File: src/rtl/api_pkg.sv
// -----------------------------------------------------------------------------
// api_pkg
// Shared definitions for the work-distribution SPI responder:
//   WORD_W        width of one work/result word
//   WORK_LEN_DEF  default number of words in a valid work frame
//   IDLE_WORD_DEF default word shifted out when the result queue is empty
//   state_t       frame FSM encoding (IDLE / ACTIVE / ERR)
//   pick_tx()     choose the next outgoing word from the FWFT result queue
// -----------------------------------------------------------------------------
package api_pkg;

  localparam int          WORD_W        = 32;
  localparam int          WORK_LEN_DEF  = 23;
  localparam logic [31:0] IDLE_WORD_DEF = 32'h0000_0000;

  typedef enum logic [1:0] {
    ST_IDLE   = 2'd0,
    ST_ACTIVE = 2'd1,
    ST_ERR    = 2'd2
  } state_t;

  // Next word for the transmit shifter: queue head if present, filler otherwise.
  function automatic logic [WORD_W-1:0] pick_tx(
    input logic              empty,
    input logic [WORD_W-1:0] head,
    input logic [WORD_W-1:0] idle
  );
    return empty ? idle : head;
  endfunction

endpackage

File: src/rtl/api_spi_slave_if.sv
// -----------------------------------------------------------------------------
// api_spi_slave_if
// Bundles the serial link pins, the received-word stream and the result-queue
// handshake of the SPI responder.
//   load/sck/mosi/miso     serial link (controller side drives load/sck/mosi)
//   rx_data/rx_vld/rx_idx  received word stream, one-cycle strobe
//   frame_done/frame_err   end-of-frame status strobes
//   tx_data/tx_empty/tx_pop FWFT result queue head, empty flag and pop
// Modports: slave = the responder, master = controller + queue + consumer.
// -----------------------------------------------------------------------------
interface api_spi_slave_if #(
  parameter int IDX_W = 5
);

  logic             load;
  logic             sck;
  logic             mosi;
  logic             miso;
  logic [31:0]      rx_data;
  logic             rx_vld;
  logic [IDX_W-1:0] rx_idx;
  logic             frame_done;
  logic             frame_err;
  logic [31:0]      tx_data;
  logic             tx_empty;
  logic             tx_pop;

  modport slave (
    input  load, sck, mosi, tx_data, tx_empty,
    output miso, rx_data, rx_vld, rx_idx, frame_done, frame_err, tx_pop
  );

  modport master (
    output load, sck, mosi, tx_data, tx_empty,
    input  miso, rx_data, rx_vld, rx_idx, frame_done, frame_err, tx_pop
  );

endinterface

File: src/rtl/api_sync_edge.sv
// -----------------------------------------------------------------------------
// api_sync_edge
// Brings one asynchronous pin into the clk domain through STAGES flops and
// keeps one history flop so rise/fall can be detected.
//   clk    system clock
//   rst_n  async active-low reset (all flops clear to 0)
//   din    raw pin
//   level  synchronised level
//   rise   one-cycle strobe, synchronised level went 0 -> 1
//   fall   one-cycle strobe, synchronised level went 1 -> 0
// Strobes are combinational from flops, so the registered action they trigger
// lands STAGES+1 clocks after the pin edge.
// -----------------------------------------------------------------------------
module api_sync_edge #(
  parameter int STAGES = 2
) (
  input  logic clk,
  input  logic rst_n,
  input  logic din,
  output logic level,
  output logic rise,
  output logic fall
);

  logic [STAGES-1:0] sync_reg;
  logic              hist_reg;

  generate
    for (genvar gi = 0; gi < STAGES; gi++) begin : g_stage
      if (gi == 0) begin : g_first
        always_ff @(posedge clk or negedge rst_n) begin
          if (!rst_n) sync_reg[gi] <= 1'b0;
          else        sync_reg[gi] <= din;
        end
      end else begin : g_chain
        always_ff @(posedge clk or negedge rst_n) begin
          if (!rst_n) sync_reg[gi] <= 1'b0;
          else        sync_reg[gi] <= sync_reg[gi-1];
        end
      end
    end
  endgenerate

  always_ff @(posedge clk or negedge rst_n) begin
    if (!rst_n) hist_reg <= 1'b0;
    else        hist_reg <= sync_reg[STAGES-1];
  end

  assign level = sync_reg[STAGES-1];
  assign rise  = level & ~hist_reg;
  assign fall  = ~level & hist_reg;

endmodule

File: src/rtl/api_spi_slave.sv
// -----------------------------------------------------------------------------
// api_spi_slave
// Chip-side responder of the work-distribution SPI link (mode 0, MSB first),
// oversampled in the clk domain. Deserialises a work frame of WORK_LEN words
// into a word stream and, in parallel, serialises result words from a FWFT
// queue onto miso.
//   clk    system clock
//   rst_n  async active-low reset; aborts any frame without status strobes
//   bus    api_spi_slave_if.slave: serial pins, rx stream, frame status,
//          result-queue head/empty/pop
// -----------------------------------------------------------------------------
module api_spi_slave
  import api_pkg::*;
#(
  parameter int          WORK_LEN    = WORK_LEN_DEF,
  parameter int          IDX_W       = 5,
  parameter logic [31:0] IDLE_WORD   = IDLE_WORD_DEF,
  parameter int          SYNC_STAGES = 2
) (
  input  logic            clk,
  input  logic            rst_n,
  api_spi_slave_if.slave  bus
);

  localparam int               CNT_W     = $clog2(WORK_LEN + 1);
  localparam int               BIT_W     = $clog2(WORD_W);
  localparam logic [CNT_W-1:0] WORDS_ALL = CNT_W'(WORK_LEN);
  localparam logic [BIT_W-1:0] BIT_LAST  = BIT_W'(WORD_W - 1);

  // ---------------------------------------------------------------------------
  // Pin synchronisers
  // ---------------------------------------------------------------------------
  logic load_lvl, load_rise, load_fall;
  logic sck_lvl_unused, sck_rise, sck_fall;
  logic mosi_lvl, mosi_rise_unused, mosi_fall_unused;

  api_sync_edge #(.STAGES(SYNC_STAGES)) u_sync_load (
    .clk   (clk),
    .rst_n (rst_n),
    .din   (bus.load),
    .level (load_lvl),
    .rise  (load_rise),
    .fall  (load_fall)
  );

  api_sync_edge #(.STAGES(SYNC_STAGES)) u_sync_sck (
    .clk   (clk),
    .rst_n (rst_n),
    .din   (bus.sck),
    .level (sck_lvl_unused),
    .rise  (sck_rise),
    .fall  (sck_fall)
  );

  api_sync_edge #(.STAGES(SYNC_STAGES)) u_sync_mosi (
    .clk   (clk),
    .rst_n (rst_n),
    .din   (bus.mosi),
    .level (mosi_lvl),
    .rise  (mosi_rise_unused),
    .fall  (mosi_fall_unused)
  );

  // ---------------------------------------------------------------------------
  // State
  // ---------------------------------------------------------------------------
  state_t              state_reg,          state_next;
  logic [BIT_W-1:0]    bit_cnt_reg,        bit_cnt_next;
  logic [CNT_W-1:0]    word_cnt_reg,       word_cnt_next;
  logic [WORD_W-1:0]   rx_sr_reg,          rx_sr_next;
  logic [WORD_W-1:0]   tx_sr_reg,          tx_sr_next;
  logic                reload_pending_reg, reload_pending_next;
  logic [WORD_W-1:0]   rx_data_reg,        rx_data_next;
  logic [IDX_W-1:0]    rx_idx_reg,         rx_idx_next;
  logic                rx_vld_reg,         rx_vld_next;
  logic                frame_done_reg,     frame_done_next;
  logic                frame_err_reg,      frame_err_next;
  logic                tx_pop_reg,         tx_pop_next;

  always_ff @(posedge clk or negedge rst_n) begin
    if (!rst_n) begin
      state_reg          <= ST_IDLE;
      bit_cnt_reg        <= '0;
      word_cnt_reg       <= '0;
      rx_sr_reg          <= '0;
      tx_sr_reg          <= '0;
      reload_pending_reg <= 1'b0;
      rx_data_reg        <= '0;
      rx_idx_reg         <= '0;
      rx_vld_reg         <= 1'b0;
      frame_done_reg     <= 1'b0;
      frame_err_reg      <= 1'b0;
      tx_pop_reg         <= 1'b0;
    end else begin
      state_reg          <= state_next;
      bit_cnt_reg        <= bit_cnt_next;
      word_cnt_reg       <= word_cnt_next;
      rx_sr_reg          <= rx_sr_next;
      tx_sr_reg          <= tx_sr_next;
      reload_pending_reg <= reload_pending_next;
      rx_data_reg        <= rx_data_next;
      rx_idx_reg         <= rx_idx_next;
      rx_vld_reg         <= rx_vld_next;
      frame_done_reg     <= frame_done_next;
      frame_err_reg      <= frame_err_next;
      tx_pop_reg         <= tx_pop_next;
    end
  end

  // ---------------------------------------------------------------------------
  // Next-state / datapath
  // ---------------------------------------------------------------------------
  always_comb begin
    state_next          = state_reg;
    bit_cnt_next        = bit_cnt_reg;
    word_cnt_next       = word_cnt_reg;
    rx_sr_next          = rx_sr_reg;
    tx_sr_next          = tx_sr_reg;
    reload_pending_next = reload_pending_reg;
    rx_data_next        = rx_data_reg;
    rx_idx_next         = rx_idx_reg;
    rx_vld_next         = 1'b0;
    frame_done_next     = 1'b0;
    frame_err_next      = 1'b0;
    tx_pop_next         = 1'b0;

    case (state_reg)
      ST_IDLE: begin
        if (load_rise) begin
          state_next          = ST_ACTIVE;
          bit_cnt_next        = '0;
          word_cnt_next       = '0;
          reload_pending_next = 1'b0;
          // First outgoing word must sit in the shifter before the first sck rise.
          tx_sr_next          = pick_tx(bus.tx_empty, bus.tx_data, IDLE_WORD);
          tx_pop_next         = ~bus.tx_empty;
        end
      end

      ST_ACTIVE: begin
        // load fall has priority over any sck edge seen in the same cycle;
        // a partial or just-completed word is dropped in that case.
        if (load_fall) begin
          state_next = ST_IDLE;
          if (word_cnt_reg == WORDS_ALL && bit_cnt_reg == '0) frame_done_next = 1'b1;
          else                                                 frame_err_next  = 1'b1;
        end else if (sck_rise) begin
          rx_sr_next = {rx_sr_reg[WORD_W-2:0], mosi_lvl};
          if (bit_cnt_reg == BIT_LAST) begin
            if (word_cnt_reg == WORDS_ALL) begin
              // Overlong frame: park in ERR until the controller drops load.
              state_next = ST_ERR;
            end else begin
              rx_vld_next         = 1'b1;
              rx_data_next        = {rx_sr_reg[WORD_W-2:0], mosi_lvl};
              rx_idx_next         = IDX_W'(word_cnt_reg);
              word_cnt_next       = word_cnt_reg + 1'b1;
              bit_cnt_next        = '0;
              reload_pending_next = 1'b1;
            end
          end else begin
            bit_cnt_next = bit_cnt_reg + 1'b1;
          end
        end else if (sck_fall) begin
          // The fall after a completed word starts the next word slot, so the
          // shifter reloads instead of shifting; at most one pop per slot.
          if (reload_pending_reg) begin
            tx_sr_next          = pick_tx(bus.tx_empty, bus.tx_data, IDLE_WORD);
            tx_pop_next         = ~bus.tx_empty;
            reload_pending_next = 1'b0;
          end else begin
            tx_sr_next = {tx_sr_reg[WORD_W-2:0], 1'b0};
          end
        end
      end

      ST_ERR: begin
        if (load_fall) begin
          state_next     = ST_IDLE;
          frame_err_next = 1'b1;
        end
      end

      default: begin
        state_next = ST_IDLE;
      end
    endcase
  end

  // ---------------------------------------------------------------------------
  // Outputs
  // ---------------------------------------------------------------------------
  assign bus.miso       = load_lvl & tx_sr_reg[WORD_W-1];
  assign bus.rx_data    = rx_data_reg;
  assign bus.rx_vld     = rx_vld_reg;
  assign bus.rx_idx     = rx_idx_reg;
  assign bus.frame_done = frame_done_reg;
  assign bus.frame_err  = frame_err_reg;
  assign bus.tx_pop     = tx_pop_reg;

endmodule

File: src/flat_wrapper.sv
// flat-port wrapper written by rule: the top's interface ports become plain ports
module api_spi_slave_flat import api_pkg::*;
#(
  parameter int          WORK_LEN    = WORK_LEN_DEF,
  parameter int          IDX_W       = 5,
  parameter logic [31:0] IDLE_WORD   = IDLE_WORD_DEF,
  parameter int          SYNC_STAGES = 2
)
  (clk, rst_n, bus_load, bus_sck, bus_mosi, bus_tx_data, bus_tx_empty, bus_miso, bus_rx_data, bus_rx_vld, bus_rx_idx, bus_frame_done, bus_frame_err, bus_tx_pop);
  api_spi_slave_if #(.IDX_W(IDX_W)) bus_i ();
  input  logic clk;
  input  logic rst_n;
  input wire logic [$bits(bus_i.load)-1:0] bus_load;
  input wire logic [$bits(bus_i.sck)-1:0] bus_sck;
  input wire logic [$bits(bus_i.mosi)-1:0] bus_mosi;
  input wire logic [$bits(bus_i.tx_data)-1:0] bus_tx_data;
  input wire logic [$bits(bus_i.tx_empty)-1:0] bus_tx_empty;
  output wire logic [$bits(bus_i.miso)-1:0] bus_miso;
  output wire logic [$bits(bus_i.rx_data)-1:0] bus_rx_data;
  output wire logic [$bits(bus_i.rx_vld)-1:0] bus_rx_vld;
  output wire logic [$bits(bus_i.rx_idx)-1:0] bus_rx_idx;
  output wire logic [$bits(bus_i.frame_done)-1:0] bus_frame_done;
  output wire logic [$bits(bus_i.frame_err)-1:0] bus_frame_err;
  output wire logic [$bits(bus_i.tx_pop)-1:0] bus_tx_pop;
  assign bus_i.load = bus_load;
  assign bus_i.sck = bus_sck;
  assign bus_i.mosi = bus_mosi;
  assign bus_i.tx_data = bus_tx_data;
  assign bus_i.tx_empty = bus_tx_empty;
  assign bus_miso = bus_i.miso;
  assign bus_rx_data = bus_i.rx_data;
  assign bus_rx_vld = bus_i.rx_vld;
  assign bus_rx_idx = bus_i.rx_idx;
  assign bus_frame_done = bus_i.frame_done;
  assign bus_frame_err = bus_i.frame_err;
  assign bus_tx_pop = bus_i.tx_pop;
  api_spi_slave #(.WORK_LEN(WORK_LEN), .IDX_W(IDX_W), .IDLE_WORD(IDLE_WORD), .SYNC_STAGES(SYNC_STAGES)) u_core (.clk(clk), .rst_n(rst_n), .bus(bus_i));
endmodule
File: config.mk
export PLATFORM = sky130hd
export DESIGN_NAME = api_spi_slave_flat
export DESIGN_NICKNAME = d
export VERILOG_FILES = /design/src/rtl/api_pkg.sv /design/src/rtl/api_spi_slave_if.sv /design/src/rtl/api_sync_edge.sv /design/src/rtl/api_spi_slave.sv /design/src/flat_wrapper.sv
export SDC_FILE = /design/constraint.sdc
export NUM_CORES = 1
export LEC_CHECK = 0
export CORE_UTILIZATION = 59
export CTS_CLUSTER_SIZE = 25
export DETAILED_ROUTE_END_ITERATION = 12
export PLACE_DENSITY = 0.95
export SYNTH_ARGS = -nofsm -noshare
export SYNTH_HDL_FRONTEND = slang
export SYNTH_SLANG_ARGS = --single-unit
File: constraint.sdc
create_clock -name clk -period 5.9 [get_ports clk]
set_clock_uncertainty 0.15 [all_clocks]
set_input_delay 1.18 -clock clk [delete_from_list [all_inputs] [get_ports clk]]
set_output_delay 1.18 -clock clk [all_outputs]
set_load 0.1 [all_outputs]
After elaboration in Yosys (flattened, before gate mapping)
Cells that the tools add are included.
{"block": "totals", "regBits": 125, "word_cells": 114, "in_bits": 38, "out_inout_bits": 42}
{"block": "classes", "n_reduce_logical": 11, "n_addsub": 2, "eq_ne": 19, "muxes": 50, "n_bitwise": 12}
{"op": "$mux W32", "n": 6}
{"op": "$pmux W32 S2", "n": 1}
{"op": "$mux W5", "n": 9}
{"op": "$mux W1", "n": 22}
{"op": "$pmux W5 S2", "n": 2}
{"op": "$reduce_and A5 Y1", "n": 4}
{"op": "$mux W2", "n": 6}
{"op": "$ne A3 B1 Y1 const B", "n": 4}
{"op": "$reduce_and A6 Y1", "n": 2}
{"op": "$add A5 B1 Y5 const B", "n": 2}
{"op": "$eq A5 B5 Y1 const B", "n": 2}
{"op": "$ne A2 B1 Y1 const B", "n": 5}
{"op": "$ne A3 B3 Y1 const B", "n": 3}
{"op": "$not A1 Y1", "n": 7}
{"op": "$ne A2 B2 Y1 const B", "n": 3}
{"op": "$pmux W1 S2", "n": 3}
{"op": "$pmux W2 S3", "n": 1}
{"op": "$and A1 B1 Y1", "n": 5}
{"op": "$logic_not A5 Y1", "n": 1}
{"op": "$reduce_and A3 Y1", "n": 1}
{"op": "$eq A2 B1 Y1 const B", "n": 1}
{"op": "$eq A2 B2 Y1 const B", "n": 1}
{"op": "$logic_not A2 Y1", "n": 1}
{"op": "$reduce_bool A2 Y1", "n": 1}
{"op": "$logic_and A1 B1 Y1", "n": 1}

Logic depth before layout (Yosys ltp)
Gate-level depths: netlist of the first run.
{"block": "depth", "word_depth": 6, "mapped_depth": 8, "mapped_depth_nobuf": 7}

By module
A second synthesis of the first run with hierarchy kept.
{"block": "hier_totals", "cells_unflattened": 457, "area_unflattened_um2": 5529.1}
{"mod": "api_spi_slave", "cells_each": 442, "instances": 1, "seq_area_each_um2": 2927.8, "area_each_um2": 5258.8}
{"mod": "api_sync_edge", "cells_each": 5, "instances": 3, "seq_area_each_um2": 75.1, "area_each_um2": 90.1}

Worst setup path after synthesis of the first run
Ideal clock, no wire load.
{"block": "synth_path", "kind": "register -> output", "startpoint": "register u_core.u_sync_load.sync_reg[1], in the netlist u_core.u_sync_load.level", "endpoint": "output bus_miso", "path_stages_with_launch": 3, "required_ns": 4.570, "t_arrival_ns": 1.786, "path_buffers": 0, "setup_slack_ns": 2.784, "path_cell_list": "dfrtp_1 -> inv_1 -> nor2_1"}
{"block": "synth_via", "elab_chain_cells": 1}
{"item": "from (decl)", "line_no": "api_sync_edge.sv:25", "source": "logic [STAGES-1:0] sync_reg;"}
{"item": "from (signal, indexed assignment)", "line_no": "api_sync_edge.sv:38", "source": "else sync_reg[gi] <= sync_reg[gi-1];"}
{"item": "$and A1 B1 Y1", "line_no": "api_spi_slave.sv:193", "source": "assign bus.miso = load_lvl & tx_sr_reg[WORD_W-1];"}
{"item": "to (decl)", "line_no": "flat_wrapper.sv:18", "source": "output wire logic [$bits(bus_i.miso)-1:0] bus_miso;"}
Every way passes these cells.

Worst setup path in the final report of the first run
Same ends and word-level chain as after synthesis.

==> reports/metrics.yaml, run 1 <==
grt.overflow.total: 0
finalWorstSetupSlack_ns: 2.18
dp_slack_ns: 2.65
fp.dieW_um: 100
drive_gt1_share_pct: 21.3
synth_warnings: 0
core_area_mm2: 0.00933
htreeDepth: 4
critical_path_class: "flop to output port"
clk_path_buf_depth: 2
syn_inst: 443
worstSetupStartpointType: "flop"
n_antenna_cell: 0
powerDensity_mw_per_mm2: 371
grt_pass1_wl_um: 18900
wl_per_cell_um: 17.4
grt_pass1_vias: 3894
fin_nets: 563
dr_total_vias: 3642
grt_max_degree: 81
gp_congestion: 0.808
synth_seq_cells: 125
tns_ns: 0
vias_per_cell: 5.52
totalWireLength_um: 11500
post-cts-setup-buffer-count: 0
rsz0062_at_grt: "false"
tightestPinTransition_ns: 1.23
drc: 0
syn_area_per_cell_um2: 12.9
hold_buffers: 0
drt-initial-drc-count: 147
relSlewSlack_pct: 17.6
cp_num_buf_inv: 2
ir_worst_vdd_mv: 0.233
rows: 35
grt.total_usage_pct: 24.7
dp_hpwl_um: 7170
crit_arrival_ns: 2.39
die_y_um: 100
critPathSlowestCell: "clkdlybuf4s50_1"
yosysTopAreaCell: "dfrtp_1"
cts_tree: "yes"
antenna_found_initial: 0
antenna_left: 0
cts-root-buf: "clkbuf_8"
outcome: "complete, no violations"
area.growth.synth_to_final_pct: 23.8
finalSetupViolations: 0
io_buffers: 79
synth_top_area_share_pct: 54.8
fin_util_pct: 75.7
io_pins: 80
crit_family: "buffers and inverters"
hold_viol_final: 0
initial_core_util_pct: 61.2
cts.sinks: 125
fmax_mhz: 269
netlist_area_mm2: 0.00571
synth-edff-count: 0
dr.pass1.iters: 6
hold_path_class: "flop to flop"
fin_crit_ns: 3.72
p_leak_nw: 3.20
end_kind: "output port"
crit_required_ns: 4.57
synth.area.top_cells: "dfrtp_1, mux2_2, mux2_4"
post-route-period-util_pct: 63.0
dieArea_mm2: 0.0101
synth-async-reset-ratio_pct: 100
cts_buffers: 17
cts_resized: 0
worstPathCellList: "inv_1, nor2_1, clkdlybuf4s50_1"
ys.flop_type: "dfrtp_1"
clock_latency_ns: 0.52
clk_pin_slew_worst_paths_ns: 0.06
syn_nets: 488
cp_max_fo: 7
maxSlewViolCount: 0
ys_seq_area_share_pct: 54.8
synthDistinctLibCells: 52
critPathMaxStageDelay_ns: 1.13
maxCapViolCount: 0
[where the power goes]
part / switching (mW) / internal (mW)
Sequential: 0.0943 / 0.997
Clock: 0.417 / 0.575
Combinational: 0.322 / 0.218
[worst reg2reg max path: cells and delay by family, from the launching register on]
family        cells  cell delay [ns]
flops             1             0.42
mux               1             0.44
buf+inv           1             0.10
fa+ha+maj         1             0.52
simple gates      2             1.41
[metal layers]
layer / vias up / wire (um) / GRT usage, %
met3: 22 / 622 / 8.64
met1: 1819 / 4730 / 29.7
li1: 1697 / - / -
met2: 104 / 5880 / 41.0
met4: 0 / 220 / 9.70
met5: - / 0 / 0
[final timing paths]
kind | from | end | slack (ns) | cells after the start
setup / recovery | u_core.u_sync_load.level$_DFF_PN0_ | bus_miso | 2.18 | 3
hold / removal | u_core.u_sync_load.sync_reg[0]$_DFF_PN0_ | u_core.u_sync_load.level$_DFF_PN0_ | 0.20 | 0
setup reg to reg | u_core.state_reg[1]$_DFFE_PN0P_ | u_core.bus.rx_data[26]$_DFFE_PN0P_ | 2.73 | 5
hold reg to reg | u_core.u_sync_load.sync_reg[0]$_DFF_PN0_ | u_core.u_sync_load.level$_DFF_PN0_ | 0.20 | 0
max in group asynchronous | rst_n | u_core.state_reg[0]$_DFFE_PN0P_ | 3.79 | 2
min in group asynchronous | rst_n | u_core.bus.rx_data[16]$_DFFE_PN0P_ | 0.67 | 1
[per-stage QoR]
stage	instance area, um2	total power [mW]	hold WS (ns)	std cells
6_report	7060	2.62	0.198	660
5_1_grt	7060	2.76	0.206	660
4_1_cts	7060	2.64	0.200	660
3_5_place_dp	6500	1.64	0.186	628
3_3_place_gp	6500	1.59	0.181	628
2_1_floorplan	5710	1.50	0.181	443
[synth_stat cells, types with 2 or more instances]
cell	number
nor3_1	2
ha_1	7
a31oi_1	2
o31ai_1	2
a22o_1	4
nor2_1	8
o211ai_1	2
nor3b_1	32
mux2_2	39
o21ai_0	5
nor2b_1	3
mux2_4	29
a21oi_1	39
a21boi_0	2
buf_2	11
or4_1	3
inv_1	40
a2bb2oi_1	2
dfrtp_1	125
buf_6	3
clkbuf_1	6
buf_12	3
nand2_1	7
nand3_1	9
mux2i_1	31
[logic make-up after synthesis]
kind of cell	count (synthesis)	share of synthesized area, %
buffers and inverters	65	5.83
flip-flops	125	54.8
adder cells (fa/ha/maj)	7	1.53
AND/OR/NAND/NOR	78	9.40
XOR/XNOR	1	0.153
AO/OA/AOI/OAI	67	7.32
multiplexers	100	21.0
[layout make-up]
cell class | count | area [um2]
Clock inverter | 15 | 153
Fill cell | 575 | 2260
Sequential cell | 125 | 3130
Timing Repair Buffer | 81 | 803
Multi-Input combinational cell | 253 | 2250
Tap cell | 129 | 161
Inverter | 40 | 150
Clock buffer | 17 | 414
[cell usage in the layout, fill, tap and decap left out, types with 2 or more instances in the layout]
cell type	synthesis	final
nor2_1	8	8
a22o_1	4	4
clkinvlp_4	0	3
a31oi_1	2	2
o211ai_1	2	2
mux2i_1	31	31
a2bb2oi_1	2	2
mux2_4	29	29
buf_4	1	3
nor3_1	2	2
o21ai_0	5	5
a21oi_1	39	39
inv_8	0	3
nor2b_1	3	2
inv_1	40	40
or4_1	3	3
nor3b_1	32	32
ha_1	7	7
inv_6	0	7
clkdlybuf4s50_1	0	78
dfrtp_1	125	125
clkbuf_16	0	16
nand2_1	7	7
o31ai_1	2	2
mux2_2	39	39
a21boi_0	2	2
nand3_1	9	9
(Power assumes the default switching activity.)
==> inputs of run 2 (changes only) <==
--- a/config.mk
+++ b/config.mk
@@ -5,10 +5,10 @@
 export SDC_FILE = /design/constraint.sdc
 export NUM_CORES = 1
 export LEC_CHECK = 0
-export CORE_UTILIZATION = 59
+export CORE_UTILIZATION = 49
 export CTS_CLUSTER_SIZE = 25
 export DETAILED_ROUTE_END_ITERATION = 12
-export PLACE_DENSITY = 0.95
+export PLACE_DENSITY = 0.86
 export SYNTH_ARGS = -nofsm -noshare
 export SYNTH_HDL_FRONTEND = slang
 export SYNTH_SLANG_ARGS = --single-unit
==> constraint.sdc (replaced) <==
create_clock -name clk -period 3.3 [get_ports clk]
set_clock_uncertainty 0.15 [all_clocks]
set_input_delay 0.66 -clock clk [delete_from_list [all_inputs] [get_ports clk]]
set_output_delay 0.66 -clock clk [all_outputs]
set_load 0.1 [all_outputs]
==> run 2 against run 1 <==
- die area increased by 20%
- highest routed layer unchanged
- register-to-register slack got worse by 2.3 ns
- final area fell by 0.32%
- worst hold slack got worse by 0.053 ns
- non-clock buffer count increased by 5
- first-iteration DRC count is 54% higher
- core utilization fell by 14 points
- final cell count rose by 2.9%
- routed wire length fell by 5.4%
- clock power is 77% higher
==> reports/metrics.yaml, run 2 (synthesized netlist as in run 1, its figures left out) <==
finalSetupViolations: 0  # unchanged
antenna_found_initial: 0  # unchanged
area.growth.synth_to_final_pct: 23.4
gp_congestion: 0.835  # +3.4%
hold_path_class: "primary input to async pin"
rsz0062_at_grt: "false"
maxCapViolCount: 0  # unchanged
hold_buffers: 0  # unchanged
fin_crit_ns: 2.83
antenna_left: 0  # unchanged
clk_path_buf_depth: 2  # unchanged
cts_tree: "yes"
io_pins: 80  # unchanged
post-route-period-util_pct: 85.7
wl_per_cell_um: 16.0  # -8.1%
cts_buffers: 17  # unchanged
clk_pin_slew_worst_paths_ns: 0.06  # about the same
cts_resized: 0  # unchanged
post-cts-setup-buffer-count: 0  # unchanged
multi_input_area_mm2: 0.00225  # unchanged
p_leak_nw: 3.31  # +3.5%
htreeDepth: 4  # unchanged
initial_core_util_pct: 50.2  # -11 points
totalWireLength_um: 10800  # -5.4%
register_area_mm2: 0.00313  # unchanged
critPathMaxStageDelay_ns: 0.76  # -0.37 ns
timing.hold.ws_ns: 0.145  # -0.0531 ns
die_y_um: 110  # +9.5%
hold_viol_final: 0  # unchanged
crit_required_ns: 3.47  # -1.10 ns
worstSetupStartpointType: "flop"
dp_slack_ns: 0.489  # -2.16 ns
core_area_mm2: 0.0114  # +22%
tightestPinTransition_ns: 0.933  # -0.300 ns
worstPathCellList: "inv_1, ha_1, nor2_1, o21ai_1, o21ai_4, buf_4, mux2i_1"
tns_ns: 0  # unchanged
fp.dieW_um: 110  # +9.5%
cp_max_fo: 24  # +17
dp_hpwl_um: 6940  # -3.3%
cts.sinks: 125  # unchanged
n_antenna_cell: 0  # unchanged
fin_util_pct: 61.9  # -14 points
final_common_cell: "dfrtp_1"
crit_arrival_ns: 3.00  # +0.61 ns
ir_worst_vdd_mv: 0.391  # +68%
io_buffers: 79  # unchanged
drc: 0  # unchanged
drive_gt1_share_pct: 29.7  # +8.4 points
outcome: "complete, no violations"
drt-initial-drc-count: 226  # +54%
rows: 39  # +11%
final_cell_mix: "dfrtp_1, buf_4, inv_1, a21oi_1, mux2_2"
end_kind: "flop"
dieArea_mm2: 0.0121  # +20%
cts-root-buf: "clkbuf_16"
powerDensity_mw_per_mm2: 663  # +79%
vias_per_cell: 5.30  # -3.9%
maxSlewViolCount: 0  # unchanged
critical_path_class: "flop to flop"
cp_num_buf_inv: 2  # unchanged
crit_family: "compound AO/OA/AOI/OAI gates"
relSlewSlack_pct: 37.6  # +20 points
fillCellCount: 854  # +49%
clock_latency_ns: 0.41  # -0.11 ns
dr.pass1.iters: 4  # -2
fmax_mhz: 353
grt.total_usage_pct: 19.2  # -5.5 points
grt_max_degree: 64  # -21%
finalWorstSetupSlack_ns: 0.471  # -1.71 ns
fin_nets: 568  # +0.89%
grt_pass1_wl_um: 17600  # -6.9%
grt_pass1_vias: 3650  # -6.3%
grt.overflow.total: 0  # unchanged
dr_total_vias: 3602  # -1.1%
critPathSlowestCell: "o21ai_4"
## run 2: per-stage QoR
step | area (um2) | power (mW) | cells
2_1_floorplan | 5710 | 2.68 | 443
3_3_place_gp | 6470 | 2.86 | 647
3_5_place_dp | 6470 | 2.93 | 647
4_1_cts | 7040 | 4.72 | 679
5_1_grt | 7040 | 4.91 | 679
6_report | 7040 | 4.67 | 679
## run 2: cell type report
class | instances | area share, %
tap | 143 | 2.54
inverter | 40 | 2.13
clock inverter | 12 | 1.60
sequential | 125 | 44.4
multi-input combinational | 253 | 32.0
timing repair buffer | 86 | 10.8
clock buffer | 20 | 6.49
## run 2: worst paths after layout
kind,start,to,slack [ns],cells past startpoint
worst min register to register,u_core.u_sync_sck.sync_reg[0]$_DFF_PN0_,u_core.u_sync_sck.level$_DFF_PN0_,0.20,0
worst min-delay path,rst_n,u_core.bus.rx_data[17]$_DFFE_PN0P_,0.15,1
min in group clk,u_core.u_sync_sck.sync_reg[0]$_DFF_PN0_,u_core.u_sync_sck.level$_DFF_PN0_,0.20,0
worst max-delay path,u_core.state_reg[1]$_DFFE_PN0P_,u_core.tx_sr_reg[16]$_DFFE_PN0P_,0.47,7
max in group asynchronous,rst_n,u_core.tx_sr_reg[15]$_DFFE_PN0P_,2.04,2
worst max register to register,u_core.state_reg[1]$_DFFE_PN0P_,u_core.tx_sr_reg[16]$_DFFE_PN0P_,0.47,7
## run 2: where the power goes
part	internal [mW]	total [mW]	switching (mW)
Combinational	0.398	0.973	0.575
Clock	1.08	1.76	0.684
Sequential	1.78	1.93	0.149
Total	3.26	4.67	1.41
## run 2: routing by layer
metal	track usage (%)	up-vias	share of wire, %
met2	29.5	103	48
met4	6.57	0	1.1
li1	-	1711	-
met1	25.5	1777	45
met3	6.46	11	6.0
met5	0	-	0
==> inputs of run 3 (changes only) <==
--- a/config.mk
+++ b/config.mk
@@ -5,6 +5,7 @@
 export SDC_FILE = /design/constraint.sdc
 export NUM_CORES = 1
 export LEC_CHECK = 0
+export CAP_MARGIN = 0
 export CORE_UTILIZATION = 49
 export CTS_CLUSTER_SIZE = 25
 export DETAILED_ROUTE_END_ITERATION = 12
==> results of run 3 <==
The final DEF is identical to that of run 2; final timing and power are the same.
